===== src/rtl/pointer_render.sv =====
// Hardware pointer overlay: fetches one 32-pixel 4bpp row of the pointer image
// during horizontal blank, then draws it as a registered overlay pixel stream.
module pointer_render #(
    parameter int CWIDTH = 11,
    parameter int AWIDTH = 8
) (
    input  logic              clk,
    input  logic              reset_ni,
    input  logic              pointer_en_i,
    input  logic [CWIDTH-1:0] pointer_x_i,
    input  logic [CWIDTH-1:0] pointer_y_i,
    input  logic              hblank_start_i,
    input  logic [CWIDTH-1:0] next_line_i,
    input  logic [CWIDTH-1:0] h_count_i,
    output logic [AWIDTH-1:0] pm_addr_o,
    input  logic [15:0]       pm_data_i,
    output logic [3:0]        pixel_o,
    output logic              pixel_valid_o,
    output logic              busy_o
);

    typedef enum logic [1:0] {IDLE, FETCH, READY} state_t;

    state_t            r_state;
    state_t            w_next;
    logic [CWIDTH-1:0] w_row;
    logic [CWIDTH-1:0] w_p;
    logic [CWIDTH-1:0] r_x;
    logic [4:0]        r_row;
    logic [3:0]        r_idx;
    logic              r_line_valid;
    logic [AWIDTH-1:0] r_pm_addr;
    logic [15:0]       r_linebuf [8];
    logic [3:0]        r_pixel;
    logic              r_pixel_valid;
    logic              w_accept;
    logic              w_start;
    logic              w_fetch_done;
    logic              w_in_range;
    logic [15:0]       w_word;
    logic [3:0]        w_nib;

    assign w_row        = next_line_i - pointer_y_i;
    assign w_accept     = hblank_start_i && (r_state != FETCH);
    assign w_start      = w_accept && pointer_en_i && (w_row < CWIDTH'(32));
    assign w_fetch_done = (r_state == FETCH) && (r_idx == 4'd8);

    always_ff @(posedge clk or negedge reset_ni) begin
        if (!reset_ni) begin
            r_state <= IDLE;
        end else begin
            r_state <= w_next;
        end
    end

    always_comb begin
        w_next = r_state;
        case (r_state)
            IDLE, READY: begin
                if (hblank_start_i) begin
                    w_next = w_start ? FETCH : IDLE;
                end
            end
            FETCH: begin
                if (w_fetch_done) begin
                    w_next = READY;
                end
            end
            default: w_next = IDLE;
        endcase
    end

    // r_idx counts address-issue cycles; word idx-1 arrives while idx is presented.
    always_ff @(posedge clk or negedge reset_ni) begin
        if (!reset_ni) begin
            r_idx        <= '0;
            r_pm_addr    <= '0;
            r_line_valid <= 1'b0;
            r_row        <= '0;
            r_x          <= '0;
        end else if (w_accept) begin
            r_line_valid <= 1'b0;
            if (w_start) begin
                r_row     <= w_row[4:0];
                r_x       <= pointer_x_i;
                r_idx     <= '0;
                r_pm_addr <= AWIDTH'({w_row[4:0], 3'd0});
            end
        end else if (r_state == FETCH) begin
            r_idx <= r_idx + 4'd1;
            if (r_idx < 4'd7) begin
                r_pm_addr <= AWIDTH'({r_row, r_idx[2:0] + 3'd1});
            end
            if (w_fetch_done) begin
                r_line_valid <= 1'b1;
                r_idx        <= '0;
            end
        end
    end

    always_ff @(posedge clk) begin
        if (r_state == FETCH && r_idx != 4'd0) begin
            r_linebuf[3'(r_idx - 4'd1)] <= pm_data_i;
        end
    end

    assign w_p        = h_count_i - r_x;
    assign w_in_range = r_line_valid && pointer_en_i && (w_p < CWIDTH'(32));
    assign w_word     = r_linebuf[w_p[4:2]];

    always_comb begin
        w_nib = '0;
        case (w_p[1:0])
            2'd0:    w_nib = w_word[15:12];
            2'd1:    w_nib = w_word[11:8];
            2'd2:    w_nib = w_word[7:4];
            default: w_nib = w_word[3:0];
        endcase
    end

    always_ff @(posedge clk or negedge reset_ni) begin
        if (!reset_ni) begin
            r_pixel       <= '0;
            r_pixel_valid <= 1'b0;
        end else begin
            r_pixel       <= w_in_range ? w_nib : 4'd0;
            r_pixel_valid <= w_in_range && (w_nib != 4'd0);
        end
    end

    assign pm_addr_o     = r_pm_addr;
    assign pixel_o       = r_pixel;
    assign pixel_valid_o = r_pixel_valid;
    assign busy_o        = (r_state == FETCH);

endmodule


===== config.mk =====
export PLATFORM = sky130hd
export DESIGN_NAME = pointer_render
export DESIGN_NICKNAME = d
export VERILOG_FILES = /design/src/rtl/pointer_render.sv
export SDC_FILE = /design/constraint.sdc
export NUM_CORES = 1
export LEC_CHECK = 0
export BUFFER_PORTS_ARGS = -buffer_cell sky130_fd_sc_hd__buf_4
export CORE_MARGIN = 4
export CORE_UTILIZATION = 35
export CTS_CLUSTER_SIZE = 28
export DETAILED_ROUTE_END_ITERATION = 16
export GPL_TIMING_DRIVEN = 0
export PLACE_DENSITY = 0.61
export REMOVE_ABC_BUFFERS = 1
export SETUP_SLACK_MARGIN = 0.15
export SYNTH_ARGS = -nofsm -noshare
export SYNTH_HDL_FRONTEND = slang
export SYNTH_SLANG_ARGS = --single-unit

===== constraint.sdc =====
create_clock -name clk -period 5 [get_ports clk]
set_clock_uncertainty 0.15 [all_clocks]
set_input_delay 0.75 -clock clk [delete_from_list [all_inputs] [get_ports clk]]
set_output_delay 0.75 -clock clk [all_outputs]
set_load 0.01 [all_outputs]

== Yosys cells after proc, flatten, opt, wreduce, memory -nomap -nowiden ==
Memories as Yosys holds them, arrays and structs flattened.
Index checks and enable logic that the tools add are counted.

* Register bits after elaboration: 36
* Bits in writable memories: 128
* Output and inout bits: 14
* Memories: 1

{| class="wikitable"
|+ Memories
! name !! depth !! width !! read ports !! clocked after Yosys merged registers in !! write ports !! line !! text
|-
| r_linebuf || 8 || 16 || 1 || 0 || 1 || 33 || <nowiki>logic [15:0] r_linebuf [8];</nowiki>
|}

* $add $sub $neg: 5
* Magnitude comparators: 3
* Equal/unequal tests: 9
* Muxes and demuxes: 19
* Reduce and logical (&&, ||, !) cells: 21

{| class="wikitable"
|+ Operators with widths
! operator !! count
|-
| 8-bit two-way mux || 4
|-
| 11-bit by 6-bit < comparator with 1-bit output (second input constant) || 2
|-
| 11-bit subtractor || 2
|-
| 4-bit two-way mux || 5
|-
| 4-bit case mux with 3 select lines || 1
|-
| 1-bit logical AND || 8
|-
| 2-bit AND reduction || 4
|-
| 4-bit nonzero test || 2
|-
| 1-bit two-way mux || 6
|-
| 2-bit by 1-bit != test with 1-bit output (second input constant) || 3
|-
| 2-bit nonzero test || 3
|-
| 4-bit by 1-bit adder with 4-bit output (second input constant) || 1
|-
| 2-bit by 1-bit == test with 1-bit output (second input constant) || 2
|-
| 2-bit == test (second input constant) || 2
|-
| 4-bit == test (second input constant) || 1
|-
| 2-bit zero test || 2
|-
| 4-bit by 3-bit < comparator with 1-bit output (second input constant) || 1
|-
| 2-bit two-way mux || 2
|-
| 2-bit case mux with 2 select lines || 1
|-
| 3-bit by 1-bit adder with 3-bit output (second input constant) || 1
|-
| 3-bit AND reduction || 1
|-
| 3-bit by 1-bit subtractor with 3-bit output (second input constant) || 1
|-
| 2-bit != test (second input constant) || 1
|-
| 2-bit OR reduction || 1
|}

== Depth between registers and ports, before layout ==
Gate-level depths: netlist of run 1.

* Depth after elaboration: 7
* Depth in mapped cells: 13

== Worst setup path before layout of run 1 ==
Ideal clock, no wire load.

* Path type: in2reg
* From: input h_count_i[0]
* To: register r_pixel_valid, in the netlist pixel_valid_o
* Setup time: 134 ps
* Arrival time: 3,364 ps
* Path slack: 1,351 ps
* Stages on the path: 11
* Path through: inv_1 > ha_1 > fa_1 > nand2b_1 > a21o_1 > xnor2_2 > mux4_2 > a22o_1 > or4b_4 > nor3_2 > a21oi_1

* Word-level cells in the longest chain between the ends: 5
* Elaborated cells on any way between the ends: 10
* Those cells by class: 1 x add/sub; 1 x order compare; 2 x eq/ne; 1 x mux; 4 x reduce/logical; 1 x memory

{| class="wikitable"
|+ Ends and longest elaborated chain
! item !! line !! text
|-
| start, declared || 14 || <nowiki>input logic [CWIDTH-1:0] h_count_i,</nowiki>
|-
| 11-bit subtractor (*) || 107 || <nowiki>assign w_p = h_count_i - r_x;</nowiki>
|-
| memory 8 x 16 bit (tied with other cells) || n/a ||
|-
| 4-bit case mux with 3 select lines || 113 || <nowiki>case (w_p[1:0])</nowiki>
|-
| 4-bit nonzero test || 127 || <nowiki>r_pixel_valid <= w_in_range && (w_nib != 4'd0);</nowiki>
|-
| 1-bit logical AND (*) || 127 ||
|-
| end signal, assigned || 127 ||
|-
| end, declared || 35 || <nowiki>logic r_pixel_valid;</nowiki>
|}

Every way passes the cells marked *; elsewhere a longest branch is shown, timed or not.
A chain may end at the register's enable or synchronous reset.

== Final worst setup path of run 1 ==
* From: input h_count_i[2]
* To: register r_pixel_valid, in the netlist pixel_valid_o

* Word-level cells in the longest chain between the ends: 5
* Elaborated cells on any way between the ends: 7
* Those cells by class: 1 x add/sub; 1 x order compare; 1 x mux; 3 x reduce/logical; 1 x memory

{| class="wikitable"
|+ Ends and longest elaborated chain
! item !! line
|-
| 11-bit subtractor (*) || 107
|-
| memory 8 x 16 bit || n/a
|-
| 4-bit case mux with 3 select lines || 113
|-
| 4-bit nonzero test || 127
|-
| 1-bit logical AND (*) || 127
|}

Marked as above.

==> results, run 1 <==
- The wire length the detailed router placed on met1 is 7.46 mm.
- The count of antenna-violating nets left after detailed routing is 0.
- The number of setup buffers added after CTS is 0.
- Summed over all nets, wire length on met2 after detailed routing comes to 8.00 mm.
- The worst setup path is launched from an input pin.
- The count of unresolved DRC violations after routing is 0.
- After legalization and detailed placement, the total HPWL measured 12.5 mm.
- Cells with a size suffix above 1 make up 29.6% of the layout.
- The congestion estimate from routability-driven global placement came to 0.824.
- The die is 156 um tall.
- For this design, the CTS-stage hold fixing added 0 buffers.
- In the global route stage, overall resource usage came out at 14.1%.
- Among all cell types in the netlist, the one instantiated most often is edfxtp_1.
- The share of Yosys cell area claimed by the top area cell type is 49.8%.
- In this run the power spent charging and discharging nets is 0.00132 W.
- The maximum clock frequency is 249 MHz.
- The root buffer cell is clkbuf_16.
- The first global-routing pass estimated 26.7 mm of wire.
- The total grt overflow is 0.
- From left edge to right edge, the die measures 156 um.
- The static leakage is 3.62 nW.
- The post-detailed-placement cell area is 8840 um^2.
- The clock-pin slew on the worst setup and hold paths is 0.06 ns.
- The part of the total power dissipated in the clock network is 29.3%.
- The number of synthesized flops with an enable pin is 128.
- For the pin with the worst max-slew slack, the measured transition is 1.09 ns.
- By area the synthesized netlist is led by edfxtp_1 50%, dfrtp_1 12%, mux4_2 6.1%.
- The final cell area excluding filler cells is 9390 um^2.
- The normalized max-slew margin is 26.9%.
- The met3 wirelength from detailed routing is 955 um.
- The number of clock buffers added by TritonCTS is 17.
- The net count of the finished layout is 731.
- The internal portion of the total power is 0.00292 W.
- The final route contains 4880 vias.
- The ratio of final minimum period to clock period is 80.2%.
- The pin count of the biggest net entering global routing is 37.
- Data arrives at the worst endpoint at 4.15 ns.
- TritonCTS built the clock tree.
- In this run, the number of DRC markers left after iteration 0 of detailed routing was 306.
- The count of H-tree levels built during CTS is 4.
- The initial utilization of the core area, before any placement, comes to 35.5%.
- The floorplan core area is 21800 um^2.
- Across the run, the number of max-cap violations was 0.
- The sequential cell area is 4740 um^2.
- The fill cell total of the finished layout is 1951.
- IR analysis of the VDD net gives a maximum drop of 0.249 mV.
- Among all flip-flop cells after synthesis, the most frequent one is edfxtp_1.
- The total wire length is 16.8 mm.
- Summed over all instances, the cell type with the most area after synthesis is edfxtp_1.
- Routed signal wires occupy layers up through met5.
- The setup-violating endpoint count in the final report is 0.
- The combined area of the multi-input logic cells is 2810 um^2.
- The number of slew-limit violations in the final report came to 0.
- Hold is met by 0.130 ns.
- The worst hold path belongs to the class in2async.
- The critical path is of the in2reg type.
- After synthesis the cells add up to 7710 um^2.
- The total power after layout is 0.00424 W.
- For this design the top-level I/O count stands at 78.
- In this run the power density over the cells is 452 nW/um^2.
- The number of buffers on the longest clock path is 2.
- The hold violation count in the final report came to 0.
- The time the final worst path needs with I/O delays and setup is 4.01 ns.
- In the synthesized netlist, the cells that appear most often are 128 x edfxtp_1, 41 x nand2_1, 36 x dfrtp_1, 36 x nor2_1, 34 x inv_1.
- Net switching is 31.2% of the power.
- Synthesis handed over a netlist of 547 instances.
- The floorplan has 54 rows.
- Data on the critical path is required at its endpoint by 5.14 ns.
- Post-CTS repair changed the size of 0 cells.
- Counting flops with an async set or reset pin after synthesis yields a share of 22.0%.
- After synthesis, flip-flops and latches occupy 61.5% of the total area.
- The length of the first detailed-routing pass in iterations is 4.
- The worst setup path is captured at a flop.
- The number of different library cells in the post-synthesis netlist is 59.
- The synthesized flop and latch total is 164.
- The warning count from the yosys run is 0.
- The flow ran to the end, and the final reports show no timing, DRC or antenna violations.
- The via count of the first global-routing pass is 5052.
- At the end of the flow the core is filled with cells to 43.2%.
- The die covers 24500 um^2.
- Registers are responsible for 39.9% of the overall power.
- The vias per cell is 5.21.
- Setup repair after global routing left no endpoint under its margin.
- The post-detailed-route wirelength per cell is 18.0 um.
- The synthesis-to-layout area growth is 21.8%.
- The count of buffers added on input and output ports is 77.
- The count of clock tree sinks is 164.
- In this run the worst path has a maximum fanout of 16.
- The initial antenna violation count came to 1.
- At the later pin of the worst-skew pair, clock insertion delay measures 0.42 ns.
- The synthesized area per cell is 14.1 um^2.
- The number of antenna diodes in the final layout is 0.
- Of the total power, combinational logic draws 30.8%.
## metal layers
layer	vias to the layer above	track usage, %
met5	-	0
met1	2439	18.4
met2	123	22.6
met4	2	5.33
li1	2279	-
met3	37	3.93
## final cells by class
type                    instances  share of cell area [%]
repair buffers                 94                    8.54
flip-flops and latches        164                    50.5
clock buffers                  20                    4.65
clock inverters                12                    1.29
well taps                     280                    3.73
inverters                      35                    1.40
multi-input cells             331                    29.9
## cells by family after synthesis
kind of cell,share of synthesized area (%)
flip-flops,61.5
AND/OR/NAND/NOR,8.48
buffers and inverters,2.92
AO/OA/AOI/OAI,8.14
XOR/XNOR,1.69
adder cells (fa/ha/maj),4.09
multiplexers,13.2
## path summary, 6_finish.rpt
check,start,end,slack [ns],depth (start not counted)
worst max-delay path,h_count_i[2],pixel_valid_o$_DFF_PN0_,0.99,11
worst min-delay path,reset_ni,r_x[4]$_DFFE_PN0P_,0.13,1
worst max register to register,r_x[2]$_DFFE_PN0P_,pixel_valid_o$_DFF_PN0_,1.03,11
worst min register to register,r_state[1]$_DFFE_PN0P_,r_state[1]$_DFFE_PN0P_,0.34,1
max in group asynchronous,reset_ni,pm_addr_o[0]$_DFFE_PN0P_,4.25,1
min in group clk,r_state[1]$_DFFE_PN0P_,r_state[1]$_DFFE_PN0P_,0.34,1
## power groups by stage
stage / registers [W] / logic [W] / clock network, W
after floorplan: 0.00172 / 0.000823 / 0
after global placement: 0.00172 / 0.00116 / 0
after detailed placement: 0.00173 / 0.00132 / 0
after CTS: 0.00170 / 0.00132 / 0.00127
after global routing: 0.00171 / 0.00143 / 0.00133
final: 0.00170 / 0.00131 / 0.00124
## registers in the layout, indices dropped and copies added, names as in the netlist
signal,cells
pixel_o,4
pixel_valid_o,1
pm_addr_o,8
r_idx,4
r_line_valid,1
r_linebuf,128
r_row,5
r_state,2
r_x,11
## worst max-delay path, stage by stage
cell	delay, ns
buf_4	0.11
ha_1	0.47
nand3b_2	0.16
and3_2	0.29
nor2_4	0.53
buf_16	0.24
mux4_2	0.53
a22o_1	0.26
or4b_4	0.57
nor3_2	0.12
a21oi_1	0.08
## stage by stage
stage               TNS [ns]  cells  worst slack [ns]
detailed placement         0    904             0.505
floorplan                  0    530             0.508
global placement       -2.43    887            -0.443
global route               0    936             0.812
CTS                        0    936             0.959
finish                     0    936             0.991
## cell usage in the layout (no fill, tap or decap), types with 4 or more instances in the layout
| cell | instances |
|---|---|
| xor2_1 | 7 |
| nor3_1 | 8 |
| a31oi_1 | 7 |
| inv_1 | 34 |
| or3_1 | 5 |
| nand2_1 | 41 |
| o21ai_0 | 20 |
| and2_1 | 4 |
| clkbuf_16 | 17 |
| mux2_2 | 25 |
| a31o_2 | 4 |
| o22ai_1 | 9 |
| nand3_1 | 7 |
| a21oi_1 | 24 |
| buf_8 | 6 |
| nor4_1 | 5 |
| edfxtp_1 | 128 |
| a221oi_1 | 6 |
| ha_1 | 22 |
| mux4_2 | 21 |
| nor2_1 | 32 |
| mux2i_1 | 13 |
| nand2b_1 | 8 |
| a21o_1 | 5 |
| xnor2_1 | 4 |
| inv_6 | 5 |
| dfrtp_1 | 36 |
| buf_4 | 83 |
| nor2_2 | 4 |
| mux4_1 | 5 |
No activity file was read; power rests on OpenSTA's default activity.
==> inputs of run 2 (changes only) <==
Clock period 5 ns to 4.15 ns, I/O delays scaled along.
==> results, run 2 (synthesis results as in run 1) <==
- The flow ran to the end, and the final reports show no timing, DRC or antenna violations.
- The fraction of power spent switching nets is 31.2% (about the same).
- The post-DP HPWL is 12.5 mm (unchanged).
- The maximum clock frequency is 255 MHz.
- The floorplan core area came to 21800 um^2 (unchanged).
- The share of post-route cells with drive strength above 1 is 29.7% (+0.11 points).
- The number of antenna cells inserted is 0 (unchanged).
- The via count of the first global-routing pass came to 5055 (+0.059%).
- TritonCTS built the clock tree.
- The final core area utilization is 43.2% (about the same).
- The register ranked first by flip-flop count is r_linebuf.
- The die extent in y is 156 um (unchanged).
- The required time at the worst-slack endpoint is 4.29 ns (-0.85 ns).
- STA classifies the critical path endpoint as a flop.
- The number of clock buffers inserted by TritonCTS was 17 (unchanged).
- The combinational share of power is 30.8% (about the same).
- The normalized max-slew margin is 26.9% (unchanged).
- The count of antenna-violating nets left after detailed routing is 0 (unchanged).
- The most common cell after layout, fill and taps aside is edfxtp_1.
- The pin count of the biggest net entering global routing is 37 (unchanged).
- The total instance count after detailed placement is 904 (unchanged).
- The quantity of gates resized following cts is 0 (unchanged).
- The internal power was 0.00352 W (+21%).
- The vias per cell is 5.19 (-0.45%).
- The worst hold slack is 0.00182 ns (-0.128 ns).
- The initial antenna violation count came to 1 (unchanged).
- The static leakage was 3.63 nW (+0.14%).
- For this design, the slowest cell found on the critical path is or4b_4.
- The total number of vias is 4863 (-0.35%).
- The die footprint is 24500 um^2 (unchanged).
- The count of nets after finishing came to 732 (+0.14%).
- The total grt overflow came to 0 (unchanged).
- The number of hold-repair buffers added at the cts stage was 0 (unchanged).
- The power density relative to cell area came to 545 nW/um^2 (+21%).
- The routability-driven placement congestion ratio is 0.824 (unchanged).
- Leaving out fill and tap cells, the most frequent cells in the layout are 128 x edfxtp_1, 84 x buf_4, 41 x nand2_1.
- The setup-violating endpoint count in the final report is 0 (unchanged).
- The largest voltage drop on the vdd net is 0.300 mV (+21%).
- The smallest clock period supported by the final layout is computed as 3.92 ns.
- The root buffer cell is clkbuf_16.
- Traced cell by cell, the critical path runs through ha_1 > fa_1 > nand2b_1 > a21o_1 > xnor2_4 > buf_16 > mux4_2 > a22o_1 > or4b_4 > nor3_2 > a21oi_1.
- The first-pass GRT wire length came to 26.7 mm (+0.13%).
- The count of input and output buffers is 77 (unchanged).
- The clock latency reported for the late side of the worst-skew pair is 0.43 ns (about the same).
- The top fanout value on the critical path is 19 (+3).
- The sequential share of power is 39.9% (about the same).
- The synthesis-to-layout area growth was 21.9% (about the same).
- The count of H-tree levels built during CTS is 4 (unchanged).
- The path class of the tightest hold or removal check is in2async.
- The number of rows in the core area came to 54 (unchanged).
- The horizontal die dimension came to 156 um (unchanged).
- The ratio of final minimum period to clock period is 94.4%.
- The number of slew-limit violations in the final report is 0 (unchanged).
- The violation count after the first detailed-route iteration is 327 (+6.9%).
- The register-to-register setup slack is 0.23 ns (-0.80 ns).
- The total wire length was 16.8 mm (about the same).
- The final worst setup slack is 0.233 ns (-0.757 ns).
- The hold violation count in the final report is 0 (unchanged).
- The length of the first detailed-routing pass in iterations is 4 (unchanged).
- The critical path in this run is classified as reg2reg.
- The top-level port count is 78 (unchanged).
- The global-route total usage across every layer is 14.1% (+0.018 points).
- The data arrival time of the critical path is 4.06 ns (-0.09 ns).
- The post-detailed-route wirelength per cell was 18.0 um (-0.18%).
- The count of clock tree sinks is 164 (unchanged).
- The effective utilization at floorplan is 35.5% (unchanged).
- The max-cap check violation count was 0 (unchanged).
- Setup repair after global routing left no endpoint under its margin.
- The biggest cell delay along the critical path is 0.57 ns (about the same).
- The part of the total power dissipated in the clock network is 29.3% (about the same).
- The clock-pin slew on the worst setup and hold paths is 0.06 ns (about the same).
- The number of cells in the finished layout apart from fillers came to 937 (+0.11%).
- The pre-CTS setup slack is -0.217 ns (-0.723 ns).
- The slew at the pin with the worst max-slew slack is 1.09 ns (unchanged).
- The number of flip-flops under the largest register name is 128 (unchanged).
- The number of buffers on the longest clock path was 2 (unchanged).
- The total power after layout is 0.00512 W (+21%).
- The count of unresolved DRC violations after routing is 0 (unchanged).
- The switching power summed over all nets is 0.00160 W (+21%).
- STA classifies the critical path startpoint as a flop.
run 2: stage by stage:
| stage | TNS (ns) | cell area, um^2 |
|---|---|---|
| 2_1_floorplan | -0.402 | 7620 |
| 3_3_place_gp | -32.38 | 8550 |
| 3_5_place_dp | -1.07 | 8840 |
| 4_1_cts | 0 | 9400 |
| 5_1_grt | 0 | 9400 |
| 6_report | 0 | 9400 |
run 2: area by class of cell:
class / count / area (um^2)
well taps: 280 / 350
inverters: 35 / 131
multi-input cells: 331 / 2810
flip-flops and latches: 164 / 4740
clock buffers: 20 / 437
clock inverters: 12 / 121
repair buffers: 95 / 810
fillers: 1951 / 12400
run 2: path summary, 6_finish.rpt:
kind / startpoint / end / depth (start not counted)
max in group asynchronous: reset_ni / pm_addr_o[0]$_DFFE_PN0P_ / 1
min: reset_ni / r_x[4]$_DFFE_PN0P_ / 1
min reg2reg: r_state[1]$_DFFE_PN0P_ / r_state[1]$_DFFE_PN0P_ / 1
max reg2reg: r_x[0]$_DFFE_PN0P_ / pixel_valid_o$_DFF_PN0_ / 11
min in group clk: pointer_x_i[10] / r_x[10]$_DFFE_PN0P_ / 2
max: r_x[0]$_DFFE_PN0P_ / pixel_valid_o$_DFF_PN0_ / 11
run 2: power groups by stage:
stage / Sequential, W / Clock, W / Combinational [W]
detailed placement: 0.00208 / 0 / 0.00159
CTS: 0.00204 / 0.00153 / 0.00160
global route: 0.00206 / 0.00160 / 0.00172
floorplan: 0.00207 / 0 / 0.000992
finish: 0.00204 / 0.00150 / 0.00158
global placement: 0.00207 / 0 / 0.00140
run 2: what timing repair did:
item | in CTS | in global routing
hold endpoints to repair | 0 | 0
setup endpoints to repair | 1 | 0
buffers inserted | 1 | 0
run 2: routing by layer:
| metal | track usage, % | share of wire, % | up-vias |
|---|---|---|---|
| li1 | - | - | 2277 |
| met1 | 18.3 | 44 | 2436 |
| met2 | 22.9 | 48 | 119 |
| met3 | 3.93 | 5.5 | 29 |
| met4 | 5.17 | 2.1 | 2 |
| met5 | 0 | 0.077 | - |
run 2: critical path: cells and delay by family, from the launching register on:
family / cells / cell delay, ns
XOR/XNOR: 1 / 0.42
flip-flops: 1 / 0.39
buffers and inverters: 1 / 0.22
AND/OR/NAND/NOR: 3 / 0.91
multiplexers: 1 / 0.33
AO/OA/AOI/OAI: 3 / 0.65
adder cells (fa/ha/maj): 2 / 0.70
